## src/rtl/equiv_sweeper.sv

```systemverilog
// Exhaustive equivalence sweeper: steps a vector through every input combination,
// lets both implementations settle, and counts vectors where they disagree.
// Optional first-mismatch capture on fail_vec when EQUIV_SWEEPER_FAIL_LOG_EN is defined.
module equiv_sweeper #(
  parameter int N_IN          = 2,
  parameter int SETTLE_CYCLES = 1
) (
  input  logic            clk,
  input  logic            rst_n,
  input  logic            start,
  input  logic            y_ref,
  input  logic            y_dut,
  output logic [N_IN-1:0] vec_out,
  output logic            busy,
  output logic            done,
  output logic            equal,
  output logic [N_IN:0]   mismatch_cnt
`ifdef EQUIV_SWEEPER_FAIL_LOG_EN
  ,
  output logic [N_IN-1:0] fail_vec
`endif
);

  // Handshake: start is a level sampled only in IDLE; done is a one-cycle pulse
  // registered in DONE; busy covers exactly the SETTLE and SAMPLE states.
  typedef enum logic [1:0] {
    IDLE   = 2'd0,
    SETTLE = 2'd1,
    SAMPLE = 2'd2,
    DONE   = 2'd3
  } state_t;

  localparam logic [3:0]      SETTLE_LOAD = 4'(SETTLE_CYCLES);
  localparam logic [N_IN-1:0] VEC_LAST    = '1;
  localparam logic [N_IN-1:0] VEC_ONE     = N_IN'(1);
  localparam logic [N_IN:0]   CNT_ONE     = (N_IN+1)'(1);

  state_t        state;
  logic [3:0]    settle_cnt;
  logic          miss;
  logic [N_IN:0] cnt_next;

  assign miss     = y_ref ^ y_dut;
  assign cnt_next = miss ? (mismatch_cnt + CNT_ONE) : mismatch_cnt;

  always_ff @(posedge clk or negedge rst_n) begin
    if (!rst_n) begin
      state        <= IDLE;
      vec_out      <= '0;
      busy         <= 1'b0;
      done         <= 1'b0;
      equal        <= 1'b0;
      mismatch_cnt <= '0;
      settle_cnt   <= '0;
`ifdef EQUIV_SWEEPER_FAIL_LOG_EN
      fail_vec     <= '0;
`endif
    end else begin
      case (state)
        IDLE: begin
          if (start) begin
            state        <= SETTLE;
            vec_out      <= '0;
            mismatch_cnt <= '0;
            equal        <= 1'b0;
            busy         <= 1'b1;
            settle_cnt   <= SETTLE_LOAD;
`ifdef EQUIV_SWEEPER_FAIL_LOG_EN
            fail_vec     <= '0;
`endif
          end
        end
        SETTLE: begin
          settle_cnt <= settle_cnt - 4'd1;
          if (settle_cnt == 4'd1) state <= SAMPLE;
        end
        SAMPLE: begin
          mismatch_cnt <= cnt_next;
`ifdef EQUIV_SWEEPER_FAIL_LOG_EN
          // Only the first disagreement of the sweep is logged.
          if (miss && (mismatch_cnt == '0)) fail_vec <= vec_out;
`endif
          if (vec_out == VEC_LAST) begin
            state <= DONE;
            busy  <= 1'b0;
            done  <= 1'b1;
            equal <= (cnt_next == '0);
          end else begin
            state      <= SETTLE;
            vec_out    <= vec_out + VEC_ONE;
            settle_cnt <= SETTLE_LOAD;
          end
        end
        DONE: begin
          done  <= 1'b0;
          state <= IDLE;
        end
        default: state <= IDLE;
      endcase
    end
  end

endmodule
```

## config.mk

```make
export PLATFORM = sky130hd
export DESIGN_NAME = equiv_sweeper
export DESIGN_NICKNAME = d
export VERILOG_FILES = /design/src/rtl/equiv_sweeper.sv
export SDC_FILE = /design/constraint.sdc
export NUM_CORES = 1
export LEC_CHECK = 0
export CORE_MARGIN = 5
export CORE_UTILIZATION = 39
export CTS_BUF_LIST = sky130_fd_sc_hd__clkbuf_16
export CTS_CLUSTER_SIZE = 12
export DETAILED_ROUTE_END_ITERATION = 12
export PLACE_DENSITY = 0.59
export SLEW_MARGIN = 20
export SYNTH_ARGS = -nofsm -noshare
export SYNTH_HDL_FRONTEND = slang
export SYNTH_SLANG_ARGS = --single-unit
```

## constraint.sdc

```tcl
create_clock -name clk -period 1.4 [get_ports clk]
set_input_delay 0.14 -clock clk [delete_from_list [all_inputs] [get_ports clk]]
set_output_delay 0.14 -clock clk [all_outputs]
set_load 0.005 [all_outputs]
```

# [Word level (Yosys, flattened, before mapping)]
# Index checks and enable logic that the tools add are counted.
[word_totals] reg_bits=14 output_inout_bits=8 inputBits=5
[op_classes] addsub=3 n_bitwise=1 n_mux=21 n_reduce_logical=11 n_eq_ne=9
[ops] cell="one-hot mux 4 bit (3 select lines)" n=1
[ops] cell="2-to-1 mux 2 bit" n=5
[ops] cell="AND reduction 3 bit" n=3
[ops] cell="2-to-1 mux 4 bit" n=2
[ops] cell="!= test 2 bit (second input constant)" n=4
[ops] cell="one-hot mux 2 bit (4 select lines)" n=1
[ops] cell="== test 2 bit (second input constant)" n=3
[ops] cell="2-to-1 mux 3 bit" n=2
[ops] cell="one-hot mux 1 bit (2 select lines)" n=3
[ops] cell="one-hot mux 3 bit (2 select lines)" n=1
[ops] cell="AND reduction 2 bit" n=3
[ops] cell="2-to-1 mux 1 bit" n=5
[ops] cell="== test 4 x 1 -> 1 bit (second input constant)" n=1
[ops] cell="one-hot mux 2 bit (2 select lines)" n=1
[ops] cell="nonzero test 2 bit" n=2
[ops] cell="subtractor 4 x 1 -> 4 bit (second input constant)" n=1
[ops] cell="adder 3 x 1 -> 3 bit (second input constant)" n=1
[ops] cell="logical NOT 3 bit" n=1
[ops] cell="nonzero test 3 bit" n=1
[ops] cell="adder 2 x 1 -> 2 bit (second input constant)" n=1
[ops] cell="== test 2 x 1 -> 1 bit (second input constant)" n=1
[ops] cell="logical NOT 2 bit" n=1
[ops] cell="bitwise XOR 1 bit" n=1

# [Longest topological paths before layout]
# Gate-level depths: netlist (run 1).
[logic_depth] ltp_word=5 depth_mapped=5

# [Worst setup path after synthesis (run 1)]
# OpenSTA, ideal clock, no wires.
[synth_path] path_kind="reg-to-reg" startpoint="register vec_out[0]" endpoint="register equal" required_time_ns=1.271 setup_time_ns=0.129 arrival_time_ns=1.127 period_less_slack_ns=1.256 slack_ns=0.144 stages_incl_launch_ff=6 path_cell_list="dfrtp_1 > ha_1 > nand2_4 > a21boi_0 > o21ai_0 > nand3_1"
[synth_between] elab_chain_cells=3
[synth_lines] item="start, declared" line="13" rtl="output logic [N_IN-1:0] vec_out,"
[synth_lines] item="start signal, assigned" line="90" rtl="vec_out <= vec_out + VEC_ONE;"
[synth_lines] item="== test 2 bit" line="83" rtl="if (vec_out == VEC_LAST) begin"
[synth_lines] item="!= test 2 bit (no source line)"
[synth_lines] item="AND reduction 3 bit (no source line)"
[synth_lines] item="end signal, assigned" line="87" rtl="equal <= (cnt_next == '0);"
[synth_lines] item="end, declared" line="16" rtl="output logic equal,"
# No other way between the ends.
# A chain may end at the register's enable or synchronous reset.

# [Final worst setup path (run 1)]
[layout_path] startpoint="register mismatch_cnt[2]" endpoint="output port mismatch_cnt[2]"
[layout_lines] item="start, declared" line="17" rtl="output logic [N_IN:0] mismatch_cnt"
[layout_lines] item="start signal, assigned" line="78" rtl="mismatch_cnt <= cnt_next;"
# No word-level cell between the ends.

==> results.md, run 1 <==
* CORE AREA at 0.00194 mm^2
* Setup violators final at 0
* Post-Syn Instances at 84
* CTS tree: yes
* Syn_nets at 93
* Non-Filler Instances at 133
* Outcome: finished clean
* Filler cell count in the final layout at 190
* Setup CP Type: reg -> out
* Slew of the pin with the lowest slew margin at 0.337 ns
* Synth top area share at 44.7%
* Distinct cells, synth at 27
* CP Max Fanout at 6
* #FFs+latches synth at 14
* Final Power at 2.21 mW
* Startpoint Class: register
* Vias per cell at 5.04
* Final Instance Area at 0.00107 mm^2
* Max-cap viol count at 0
* Die Span Y at 54.8 um
* Biggest area consumer among synthesized cells: dfrtp_1
* CP Data Required Time at 1.26 ns
* Initial antenna violation count at 0
* Critical path's slowest cell: clkdlybuf4s50_1
* Initial Util at 40.3%
* Fin crit period at 1.35 ns
* Layout net count at 116
* Slew HR at 77.5%
* Max Slew Vio Count at 0
* Pwr dens at 2060 mW/mm^2
* Layout cell share with drive strength beyond 1 at 15.1%
* Global placer's final weighted congestion at 0.846
* GRT Util Overall at 14.9%
* Fin. Hold Viols at 0
* Mapped cell area at 783 um^2
* Total grt overflow at 0
* Final ANT Viol Nets at 0
* WP buf/inv at 1
* Clk sink count at 14
* Syn avg cell area at 9.32 um^2
* Number of core rows at 16
* Post-synth top cells: 14 x dfrtp_1, 14 x o21ai_0, 10 x nand2_1, 8 x a21oi_1, 5 x inv_1
* Fin Clk Skew at 0.00257 ns
* Clk_lat worst skew at 0.25 ns
* Delay of the slowest critical-path stage at 0.53 ns
* DP Wirelength at 1250 um
* Num CTS Buffers at 3
* Worst VDD drop at 0.989 mV
* Die extent in x at 54.8 um
* Hold_buf cts at 0
* Sequential cell area at 350 um^2
* First-iteration detailed-routing DRC count at 1
* YS warnings at 0
* IO buf count at 12
* Largest net degree at the start of global routing at 15
* Hold WS at 0.202 ns
* Maximum clock path buffer count at 2
* Drt total wl at 1730 um
* Min-Delay Path Class: in -> async
* Vias at 670
* Multi-input gate area at 404 um^2
* Worst setup EP type: output pin
* Routed len/inst at 13.0 um
* Crit-path cells: clkdlybuf4s50_1
* CTS clock-pin slew for the worst setup and hold paths at 0.05 ns
* Post-synth EDFFs at 0
* CP arrival at 1.21 ns
* First-pass DRT Iterations at 3
* Residual DRC count at 0
* Period Utilization, post-route at 96.6%
* Total leakage power at 0.488 nW
* Synth Flop Type: dfrtp_1
* Sequential area share after synthesis at 44.7%
* Htree depth at 1
* Cell family with most CP delay: buffers and inverters
* Layout Utilization at 55.2%
* Synth area leaders: dfrtp_1 45%, o21ai_0 8.9%, ha_1 6.4%
* F_max at 0.739 GHz
* Post-synth ARST share at 100%
* Cell Area, Placed at 981 um^2
* Clk root buf: clkbuf_16
* Area added between synthesis and finish at 36.9%
* I/O pins at 13
* DP Cell Count at 129
* Vias in the first global route at 670
* First-pass GRT wire length at 3020 um
* Die area at 0.00300 mm^2
* Antenna cells at 0
[cell usage in the layout (no fill, tap or decap), drive strengths merged]
| cell | instances |
|---|---|
| nor2 | 4 |
| nand2b | 1 |
| o21ai | 16 |
| buf | 8 |
| nor4b | 1 |
| xnor2 | 2 |
| clkinv | 1 |
| a21boi | 1 |
| o31ai | 1 |
| nor3b | 2 |
| nand4 | 1 |
| nor3 | 3 |
| dfrtp | 14 |
| xor2 | 1 |
| inv | 5 |
| nand3 | 1 |
| o22ai | 1 |
| and2 | 1 |
| ha | 4 |
| a22oi | 3 |
| clkdlybuf4s50 | 11 |
| nor4 | 1 |
| dlymetal6s2s | 1 |
| clkbuf | 3 |
| a21oi | 8 |
| nand2 | 11 |
[registers in the layout, indices dropped and copies added, names as in the netlist]
register / cells
state: 2
equal: 1
settle_cnt: 4
done: 1
mismatch_cnt: 3
vec_out: 2
busy: 1
[logic make-up (layout without fill, tap and decap cells)]
| kind of cell | Yosys count | in the layout | synth area share (%) |
|---|---|---|---|
| AOI/OAI and AO/OA | 30 | 30 | 23.2 |
| and+or+nand+nor | 26 | 26 | 16.9 |
| DFF | 14 | 14 | 44.7 |
| buffers and inverters | 7 | 29 | 4.47 |
| adders and majority gates | 4 | 4 | 6.39 |
| xor gates and xnor gates | 3 | 3 | 4.31 |
[worst paths after layout]
path	slack [ns]	from	endpoint	cells past startpoint
worst max-delay path	0.05	mismatch_cnt[2]	mismatch_cnt[2]	1
worst min-delay path	0.20	rst_n	settle_cnt[2]	2
worst max register to register	0.14	vec_out[0]	vec_out[0]	5
worst min register to register	0.52	equal	equal	2
max in group asynchronous	1.03	rst_n	busy	2
min in group clk	0.52	equal	equal	2
[layout make-up]
class	count	area share, %
tap	27	3.15
sequential	14	32.7
clock inverter	1	0.350
clock buffer	3	7.00
timing repair buffer	20	17.4
multi-input combinational	63	37.7
inverter	5	1.75
[timing repair]
item	CTS	global route
endpoints found under the setup margin	0	2
setup buffers	0	0
resized for setup	0	4
[per-layer routing]
metal  global-route usage (%)  vias up  share of wire [%]
met5                        0        -                  0
met4                     11.2        0                3.4
met3                     3.54        5                3.0
met2                     22.8        8                 47
met1                     17.8      315                 46
li1                         -      342                  -
[through the flow]
step	worst slack (ns)	setup TNS (ns)
after global routing	-0.00822	-0.00822
after detailed placement	0.00158	0
after CTS	0.0140	0
after global placement	0.0383	0
after floorplan	0.144	0
final	0.0477	0
[power by group]
group          internal (mW)  leakage (nW)  switching [mW]
clock                  0.378        0.0385           0.169
sequential             0.540         0.180           0.182
combinational          0.481         0.269           0.461
No activity file was read; power rests on OpenSTA's default activity.
==> inputs of run 2 (changes only) <==
CORE_MARGIN = 2   (was 5)
clock period = 1.7 ns   (was 1.4 ns; I/O delays follow)
==> run 2 against run 1 <==
  * Total power decreased by 22%
  * Hold slack improved by 0.035 ns
  * Sequential share of layout area increased by 1.7 points
  * Setup slack improved by 0.23 ns
  * Final cell count decreased by 4.5%
  * Sequential cell count unchanged
  * Design area decreased by 5.0%
  * First-iteration DRC count increased to 19 times the previous value
  * Critical path depth increased by 4
  * Die area decreased by 21%
  * Critical endpoint is now equal
  * Largest power group unchanged
  * Highest routed layer unchanged
==> results.md, run 2 (synthesized netlist as in run 1, its figures left out) <==
* Outcome: finished clean
* Largest net degree at the start of global routing at 15
* Worst setup EP type: register
* Fin Clk Skew at 0.00254 ns
* Pwr dens at 1700 mW/mm^2
* Total grt overflow at 0
* Worst VDD drop at 0.741 mV
* Power share of the sequential group at 36.8%
* Htree depth at 1
* Num CTS Buffers at 3
* Final ANT Viol Nets at 0
* Die extent in x at 48.8 um
* Post-CTS resize count at 0
* CP Max Fanout at 7
* Fin. Hold Viols at 0
* Setup CP Type: reg -> reg
* Residual DRC count at 0
* Hold_buf cts at 0
* First-iteration detailed-routing DRC count at 19
* DP Wirelength at 1170 um
* Worst setup margin at 0.274 ns
* Die Span Y at 48.8 um
* I/O pins at 13
* Max Slew Vio Count at 0
* Period Utilization, post-route at 83.9%
* Cells on worst reg2reg path at 5
* RSZ-0062 raised after global routing: no
* Worst slack, placed at 0.283 ns
* Antenna cells at 0
* Sequential cell area at 350 um^2
* Die area at 0.00238 mm^2
* Layout net count at 111
* GRT Util Overall at 15.8%
* Global placer's final weighted congestion at 0.803
* CORE AREA at 0.00192 mm^2
* CP Data Required Time at 1.81 ns
* Area added between synthesis and finish at 30.0%
* Routed len/inst at 12.9 um
* Vias per cell at 5.06
* Fin crit period at 1.43 ns
* Largest register FFs at 4
* Initial antenna violation count at 0
* Switching power total at 0.644 mW
* Setup violators final at 0
* Slew of the pin with the lowest slew margin at 0.494 ns
* Multi-input gate area at 398 um^2
* Filler cell count in the final layout at 187
* Critical Path Start: vec_out[0]
* Drt total wl at 1640 um
* Top flop regs: settle_cnt x4, mismatch_cnt x3
* Final Power at 1.73 mW
* CP arrival at 1.54 ns
* First-pass DRT Iterations at 4
* Clk sink count at 14
* F_max at 0.701 GHz
* Vias at 642
* Top reg by flops: settle_cnt
* IO buf count at 12
* Min-Delay Path Class: in -> async
* Clk root buf: clkbuf_16
* Post-CTS Setup Inserts at 0
* R2R Setup Slk at 0.27 ns
* R2r endpoint: equal
* Comb pwr share at 38.2%
* Sw frac at 37.3%
* Max-cap viol count at 0
* Vias in the first global route at 665
* Number of core rows at 16
* P_int at 1.08 mW
* CTS tree: yes
* Layout cell share with drive strength beyond 1 at 10.0%
* Maximum clock path buffer count at 2
* First-pass GRT wire length at 2950 um
* Layout Utilization at 53.0%
* Initial Util at 40.8%
* Startpoint Class: register
* R2r startpoint: vec_out[0]
* Clock Power Share at 25.0%
* Total leakage power at 0.442 nW
* Slew HR at 67.1%
* Clk_lat worst skew at 0.24 ns
* Commonest non-fill, non-tap cells in the layout: 14 x o21ai_0, 14 x dfrtp_1, 12 x clkdlybuf4s50_1
* CTS clock-pin slew for the worst setup and hold paths at 0.04 ns
* TNS Setup at 0 ns
==> run 2: cell count changes in the layout (fill, tap and decap cells not counted), sizes merged <==
cell	previous run	this run
clkdlybuf4s50	11	12
dlymetal6s2s	1	0
clkinv	1	0
buf	8	3
==> run 2: how the worst max path moves through the flow <==
stage | slack (ns) | cells after the start | to
detailed placement | 0.28 | 5 | equal
global route | 0.10 | 5 | equal
CTS | 0.27 | 5 | equal
finish | 0.27 | 5 | equal
global placement | 0.30 | 5 | equal
floorplan | 0.44 | 5 | equal
==> run 2: metal layers <==
layer | share of wire, % | vias up | global-route usage (%)
met2 | 43 | 21 | 24.0
met4 | 0.79 | 0 | 7.14
met3 | 4.8 | 2 | 3.07
met1 | 51 | 287 | 22.0
met5 | 0 | - | 0
li1 | - | 332 | -
==> run 2: area by class of cell <==
cell class                      count  area share [%]
Clock buffer                        3            7.37
Tap cell                           27            3.32
Sequential cell                    14            34.4
Inverter                            5            1.84
Multi-Input combinational cell     63            39.1
Timing Repair Buffer               15            14.0
==> run 2: critical path, stage by stage, from the launching register on <==
cell and delay, ns:
dfrtp_1 0.41, ha_1 0.36, nand2_4 0.12, a21boi_0 0.15
o21ai_0 0.16, nand3_1 0.10
==> run 2: power groups by stage <==
stage,clock [mW],combinational (mW),sequential (mW)
3_5_place_dp,0,0.665,0.634
4_1_cts,0.442,0.667,0.631
2_1_floorplan,0,0.499,0.555
3_3_place_gp,0,0.642,0.635
5_1_grt,0.456,0.746,0.661
6_report,0.433,0.660,0.636
==> run 2: stage by stage <==
stage | cell area (um^2) | hold slack (ns) | instances
global route | 1020 | 0.261 | 127
global placement | 943 | 0.501 | 124
detailed placement | 943 | 0.500 | 124
CTS | 1020 | 0.242 | 127
finish | 1020 | 0.237 | 127
floorplan | 783 | -0.126 | 84
==> inputs of run 3 (changes only) <==
clock period = 1.4 ns   (was 1.7 ns; I/O delays follow)
==> run 3 against run 2 <==
  * Utilization rose by 3.1 points
  * Sequential power grew 14%
  * Die area unchanged
  * Clock skew down 0.0013 ns
  * Design area grew 5.8%
  * Total power is 27% higher
  * Clock power rose by 21%
  * Via count rose by 5.9%
  * Critical path depth decreased by 3
  * Wire length up 4.3%
  * Critical endpoint is now mismatch_cnt[1]
  * Largest cell class unchanged
==> results.md, run 3 (synthesized netlist as in run 1, its figures left out) <==
* Fin. Hold Viols at 0
* DP Wirelength at 1280 um
* RSZ-0062 raised after global routing: no
* Antenna cells at 0
* Die Span Y at 48.8 um
* CTS clock-pin slew for the worst setup and hold paths at 0.04 ns
* Number of core rows at 16
* Pwr dens at 2040 mW/mm^2
* Top reg by flops: settle_cnt
* CP arrival at 1.22 ns
* Slew of the pin with the lowest slew margin at 0.340 ns
* Filler cell count in the final layout at 192
* CORE AREA at 0.00192 mm^2
* Drt total wl at 1710 um
* Commonest non-fill, non-tap cells in the layout: 14 x o21ai_0, 13 x dfrtp_1, 11 x clkdlybuf4s50_1
* CTS tree: yes
* Area added between synthesis and finish at 37.5%
* Period Utilization, post-route at 97.0%
* Startpoint Class: register
* Critical path's slowest cell: clkdlybuf4s50_1
* Worst setup EP type: output pin
* Most common cell after layout, fill and taps aside: o21ai_0
* Total grt overflow at 0
* Largest net degree at the start of global routing at 15
* First-iteration detailed-routing DRC count at 11
* Switching power total at 0.796 mW
* Clk sink count at 14
* Vias in the first global route at 691
* Htree depth at 1
* I/O pins at 13
* Cell Area, Placed at 988 um^2
* Crit-path cells: buf_4, clkdlybuf4s50_1
* Maximum clock path buffer count at 2
* Comb pwr share at 43.2%
* Clk_lat worst skew at 0.24 ns
* Outcome: finished clean
* Initial antenna violation count at 0
* CP Max Fanout at 4
* Die extent in x at 48.8 um
* Layout net count at 117
* Clk root buf: clkbuf_16
* CP Data Required Time at 1.26 ns
* Total leakage power at 0.490 nW
* GRT Util Overall at 16.9%
* Top flop regs: settle_cnt x4, mismatch_cnt x3
* Power share of the sequential group at 33.0%
* First-pass GRT wire length at 3110 um
* Setup violators final at 0
* Num CTS Buffers at 3
* Sw frac at 36.3%
* Max Slew Vio Count at 0
* Setup CP Type: reg -> out
* Non-Filler Instances at 133
* Worst VDD drop at 0.972 mV
* Clock Power Share at 23.8%
* Global placer's final weighted congestion at 0.769
* DP Cell Count at 130
* Die area at 0.00238 mm^2
* Slew HR at 77.3%
* Post-CTS Setup Inserts at 0
* Delay of the slowest critical-path stage at 0.49 ns
* Hold_buf cts at 0
* Residual DRC count at 0
* Vias at 680
* Initial Util at 40.8%
* Vias per cell at 5.11
* Min-Delay Path Class: in -> async
* Post-CTS resize count at 0
* First-pass DRT Iterations at 5
* Largest register FFs at 4
* Fin crit period at 1.36 ns
* Fin Clk Skew at 0.00121 ns
* Final ANT Viol Nets at 0
* F_max at 0.737 GHz
* IO buf count at 12
* P_int at 1.40 mW
* Layout cell share with drive strength beyond 1 at 17.0%
* Max-cap viol count at 0
* Routed len/inst at 12.9 um
* Final Instance Area at 0.00108 mm^2
* TNS Setup at 0 ns
-- run 3: worst paths after layout --
kind | startpoint | end | slack (ns) | cells after the start
max | mismatch_cnt[1] | mismatch_cnt[1] | 0.04 | 2
min | rst_n | vec_out[1] | 0.21 | 2
max reg2reg | mismatch_cnt[0] | equal | 0.08 | 4
min reg2reg | busy | busy | 0.53 | 2
max in group asynchronous | rst_n | mismatch_cnt[2] | 1.00 | 2
min in group clk | busy | busy | 0.53 | 2
-- run 3: final cells by class --
cell class,instances,area (um^2),area share (%)
inverter,5,18.8,1.74
timing repair buffer,21,194,18.0
tap,27,33.8,3.14
clock buffer,3,75.1,6.97
multi-input combinational,63,404,37.5
sequential,14,352,32.6
-- run 3: worst max-delay path, delay by kind of cell (launching register included) --
| family | cells | cell delay [ns] |
|---|---|---|
| buffers and inverters | 2 | 0.63 |
| flip-flops | 1 | 0.35 |
-- run 3: through the flow --
stage               util, %  power (mW)  worst slack (ns)  hold slack (ns)
floorplan                 -        1.28             0.144           -0.156
global placement       51.4        1.64             0.105            0.475
detailed placement     51.4        1.67            0.0485            0.471
CTS                    55.3        2.20            0.0217            0.220
global route           56.1        2.38           0.00123            0.246
finish                 56.1        2.19            0.0423            0.210
-- run 3: power by group through the flow --
stage | clock [mW] | combinational (mW) | sequential, mW
floorplan | 0 | 0.605 | 0.674
global placement | 0 | 0.914 | 0.722
detailed placement | 0 | 0.942 | 0.726
CTS | 0.530 | 0.944 | 0.722
global route | 0.566 | 1.06 | 0.745
finish | 0.523 | 0.948 | 0.723
-- run 3: routing by layer --
metal  GRT usage [%]  share of wire [%]
met1            22.0                 49
met3            4.60                2.9
met4            4.29               0.82
met5               0                  0
met2            28.1                 47
==> patch 1 (settings of run 1) <==
`N_IN`: 2 -> 1.
--- a/src/rtl/equiv_sweeper.sv
+++ b/src/rtl/equiv_sweeper.sv
@@ -2,7 +2,7 @@
 // lets both implementations settle, and counts vectors where they disagree.
 // Optional first-mismatch capture on fail_vec when EQUIV_SWEEPER_FAIL_LOG_EN is defined.
 module equiv_sweeper #(
-  parameter int N_IN          = 2,
+  parameter int N_IN          = 1,
   parameter int SETTLE_CYCLES = 1
 ) (
   input  logic            clk,
Ports: changed (resized mismatch_cnt and vec_out); port bits go from 13 to 11. No check against the original RTL was run, so the function may have changed too.
==> patch 1 against run 1 <==
  * Sequential cell count shrank 2
  * Largest cell class is now registers
  * Setup slack better by 9.5 ps
  * Critical endpoint is now vec_out
  * Total power is 14% lower
  * Global-route usage decreased by 1.8 points
  * Maximum frequency is 0.71% higher
  * Routed wire length fell by 25%
  * Area after synthesis decreased by 22%
  * Highest routed layer unchanged
  * Cell area shrank 22%
==> patch 1: results (changes against run 1) <==
outcome completed; Area Growth Syn to Fin 37.0% (about the same); initial antenna violation count 0 (unchanged); FILL cells 141 (-26%); Initial DRC Count 5 (+4); Area after DPL 753 um^2 (-23%); Post-synth ARST share 100% (unchanged); diode count 0 (unchanged); share of post-route cells with drive strength above 1 9.88% (-5.2 points); CP top delay family buffers and inverters; Port Buffers 10 (-2); Max FO, Critical Path 6 (unchanged); Num CTS Buffers 3 (unchanged); Setup Fix Bufs, Post-CTS 0 (unchanged); DP Wirelength 937 um (-25%); Final #Nets 89 (-23%); critical path arrival 1200 ps; Worst-path clk slew 40 ps; vias in the first global route 511 (-24%); via/cell ratio 5.26 (+4.4%); H-tree levels 1 (unchanged); Sw Ratio 34.4% (-2.3 points); All-Layer GR Usage 13.1% (-1.8 points); Hold Crit Class input pin to asynchronous set/reset pin; pre-CTS setup slack -32.9 ps (-34.4 ps); Die ar. 2450 um^2 (-19%); LEAKAGE 0.379 nW (-22%); register area share after synthesis 49.4% (+4.7 points); routed len/inst 13.3 um (+2.9%); CTS Root Cell clkbuf_16; Worst Tran Pin Value 405 ps (+68.0 ps); clk buf depth 2 (unchanged); Distinct cells, synth 23 (-15%); Critical Path Slowest Stage Cell clkdlybuf4s50_1; Post-synth top cells 12 x dfrtp_1, 8 x nand2_1, 6 x o21ai_0; First-pass DRT Iterations 2 (-1); placer's final routability congestion estimate 0.733 (-13%); synthesized net count 71 (-24%); largest net degree at the start of global routing 13 (-2); first-pass GRT wire length 2390 um (-21%); Top Registers settle_cnt x4, mismatch_cnt x2, state x2; max incr delay on CP 500 ps (-30 ps); IR drop worst, VDD 0.888 mV (-10%); Clock Latency Late Sink between 200 and 250 ps; Area contributors post-synth dfrtp_1 49%, o21ai_0 4.9%, nand2_1 4.9%, ha_1 4.1%, o211ai_1 3.7%; clk_skew 1.80 ps (-0.775 ps); YS warnings 0 (unchanged)
patch 1: cell types whose count changed in the layout (fill, tap and decap cells not counted), sizes merged, moves of 3 or more:
| cell | change |
|---|---|
| buf | -4 |
| o211ai | +3 |
| a22oi | -3 |
| o21ai | -10 |
| nand3 | +3 |
| a21oi | -4 |
| nand2 | -3 |
patch 1: worst paths after layout:
check / startpoint / end / slack [ps] / cells past startpoint
setup / recovery: vec_out / vec_out / 60 / 2
min in group clk: settle_cnt[1] / settle_cnt[1] / 520 / 1
setup reg to reg: state[0] / settle_cnt[2] / 120 / 4
max in group asynchronous: rst_n / mismatch_cnt[0] / 1020 / 2
hold reg to reg: settle_cnt[1] / settle_cnt[1] / 520 / 1
hold / removal: rst_n / state[0] / 210 / 2
patch 1: per-layer routing:
metal | wire length, um | global-route usage, %
met2 | 603 | 18.2
met5 | 0 | 0
met4 | 14 | 7.86
met1 | 622 | 17.0
met3 | 54 | 5.12
patch 1: through the flow:
stage	TNS, ps	hold WS [ps]	utilization [%]	cells
floorplan	0	-156	-	64
global placement	-4.74	461	50.6	93
detailed placement	-64.6	468	50.6	93
CTS	0	216	55.9	97
global route	0	249	56.0	97
finish	0	210	56.0	97
patch 1: cell type report:
class                           instances  share of cell area, %
Clock buffer                            3                   9.01
Clock inverter                          1                  0.450
Inverter                                5                   2.25
Multi-Input combinational cell         46                   34.1
Sequential cell                        12                   36.2
Tap cell                               16                   2.40
Timing Repair Buffer                   14                   15.6
patch 1: power groups by stage:
stage	sequential (mW)	clock, mW	combinational, mW
floorplan	0.624	0	0.455
global placement	0.655	0	0.723
detailed placement	0.657	0	0.738
CTS	0.656	0.537	0.739
global route	0.693	0.564	0.829
finish	0.659	0.519	0.725
patch 1: cell families (layout without fill, tap and decap cells):
| kind of cell | after synthesis | count (layout) | share of synthesized area (%) |
|---|---|---|---|
| multiplexers | 1 | 1 | 1.65 |
| flip-flops | 12 | 12 | 49.4 |
| adder cells (fa/ha/maj) | 2 | 2 | 4.11 |
| AND/OR/NAND/NOR | 23 | 23 | 19.3 |
| AO/OA/AOI/OAI | 19 | 19 | 20.2 |
| buffers and inverters | 6 | 23 | 3.91 |
| XOR/XNOR | 1 | 1 | 1.44 |
patch 1: timing repair:
action / CTS / global route
hold endpoints to repair: 0 / 0
hold buffers: 0 / 0
gates resized for setup: 0 / 1
endpoints found under the setup margin: 0 / 1
==> patch 2 (config.mk and constraints of run 1) <==
Without the edit above. Add an input register stage for `start`, `y_ref` and `y_dut`, without a reset; this delays them by one clock. Comments in the files are not updated.
--- a/src/rtl/equiv_sweeper.sv
+++ b/src/rtl/equiv_sweeper.sv
@@ -35,12 +35,22 @@
   localparam logic [N_IN-1:0] VEC_ONE     = N_IN'(1);
   localparam logic [N_IN:0]   CNT_ONE     = (N_IN+1)'(1);
 
+  logic start_q;
+  logic y_ref_q;
+  logic y_dut_q;
+
+  always_ff @(posedge clk) begin
+    start_q <= start;
+    y_ref_q <= y_ref;
+    y_dut_q <= y_dut;
+  end
+
   state_t        state;
   logic [3:0]    settle_cnt;
   logic          miss;
   logic [N_IN:0] cnt_next;
 
-  assign miss     = y_ref ^ y_dut;
+  assign miss     = y_ref_q ^ y_dut_q;
   assign cnt_next = miss ? (mismatch_cnt + CNT_ONE) : mismatch_cnt;
 
   always_ff @(posedge clk or negedge rst_n) begin
@@ -58,7 +68,7 @@
     end else begin
       case (state)
         IDLE: begin
-          if (start) begin
+          if (start_q) begin
             state        <= SETTLE;
             vec_out      <= '0;
             mismatch_cnt <= '0;
Formal check against the unedited RTL: not equivalent (Yosys sat finds a counterexample within 4 cycles, from zero or initial values and one cycle with rst_n low).
==> patch 2 against run 1 <==
  * Critical path depth rose by 1
  * Clock power rose by 4.2%
  * Routed wire length up 2.3%
  * Die area up 4.4%
  * Non-clock buffer count up 8
  * Global-route usage fell by 1.8 points
  * Synthesized cell count unchanged
  * Sequential cell count grew 3
  * Largest cell class is now registers
  * Total power grew 3.0%
  * Critical path type unchanged
  * Setup slack worse by 14 ps
  * Cell area is 11% higher
  * Hold slack improved by 4.8 ps
  * Area after synthesis increased by 5.4%
==> patch 2: results (changes against run 1) <==
end of the worst register-to-register path equal; P_sw 0.776 mW (-4.5%); worst setup path endpoint mismatch_cnt[0]; WL met3 75 um (+44%); wl on met1 920 um (+15%); clock distribution power 0.570 mW (+4.2%); FILL cells 165 (-13%); Vias 674 (+0.60%); met2 WL 731 um (-10%); DP Wirelength 1330 um (+5.9%); critical path arrival 1230 ps (+20 ps); Post-Synth Adder-Cell Area 6.06% (-0.33 points); total power 2.28 mW (+3.0%); max incr delay on CP 500 ps (-30 ps); beginning of the worst register-to-register path mismatch_cnt[0]; Slew HR 78.8% (+1.3 points); Final #Nets 124 (+6.9%); register area share after synthesis 49.7% (+5.0 points); clk_skew 1.61 ps (-0.961 ps); Reg2Reg Setup Slack 50 ps (-90 ps); met3 Track Usage GR 5.10% (+1.6 points); Area contributors post-synth dfrtp_1 42%, o21ai_0 7.9%, dfxtp_1 7.3%, ha_1 6.1%, a21oi_1 4.8%; mux share of post-synthesis cell area 1.82% (+1.8 points); placer's final routability congestion estimate 0.716 (-15%); first-pass GRT wire length 3140 um (+3.9%); pre-CTS setup slack 52.5 ps (+50.9 ps); fmax 732 MHz (-1.0%); Distinct cells, synth 26 (-3.7%); outcome completed; Initial DRC Count 13 (+12); Post-synth ARST share 82.4% (-18 points); routing usage on met1 17.9% (+0.057 points); routed len/inst 12.5 um (-3.5%); IR drop worst, VDD 1.16 mV (+17%); All-Layer GR Usage 13.1% (-1.8 points); post-synthesis xor/xnor area fraction 5.15% (+0.84 points); Compound-Gate Fraction of Synth Area 21.1% (-2.1 points); power share of the sequential group 33.7% (+1.1 points); Area after DPL 1090 um^2 (+11%); vias in the first global route 653 (-2.5%); LEAKAGE 0.541 nW (+11%); Post-synth top cells 14 x dfrtp_1, 13 x o21ai_0, 9 x nand2_1; Reg2Reg Depth 4 (-1); share of post-route cells with drive strength above 1 22.8% (+7.7 points); First-pass DRT Iterations 4 (+1)
-- patch 2: changes by cell type in the layout (fill, tap and decap cells not counted), sizes merged, moves of 2 or more --
cell | run 1 | this run
dfxtp | 0 | 3
o21ai | 16 | 13
nand2 | 11 | 9
buf | 8 | 16
nor2 | 4 | 6
-- patch 2: through the flow --
step | cells | hold slack, ps
final | 141 | 207
after CTS | 141 | 220
after global placement | 137 | 475
after detailed placement | 137 | 479
after global routing | 141 | 243
after floorplan | 84 | -156
-- patch 2: final cells by class --
type | instances | area, um^2 | area share (%)
Clock buffer | 3 | 75.1 | 6.33
Clock inverter | 1 | 5.00 | 0.422
Inverter | 5 | 18.8 | 1.58
Multi-Input combinational cell | 60 | 395 | 33.3
Sequential cell | 17 | 410 | 34.6
Tap cell | 27 | 33.8 | 2.85
Timing Repair Buffer | 28 | 248 | 20.9
-- patch 2: what timing repair did --
item / CTS / global route
resized for setup: 0 / 4
setup endpoints to repair: 0 / 4
endpoints found under the hold margin: 0 / 0
setup buffers: 0 / 0
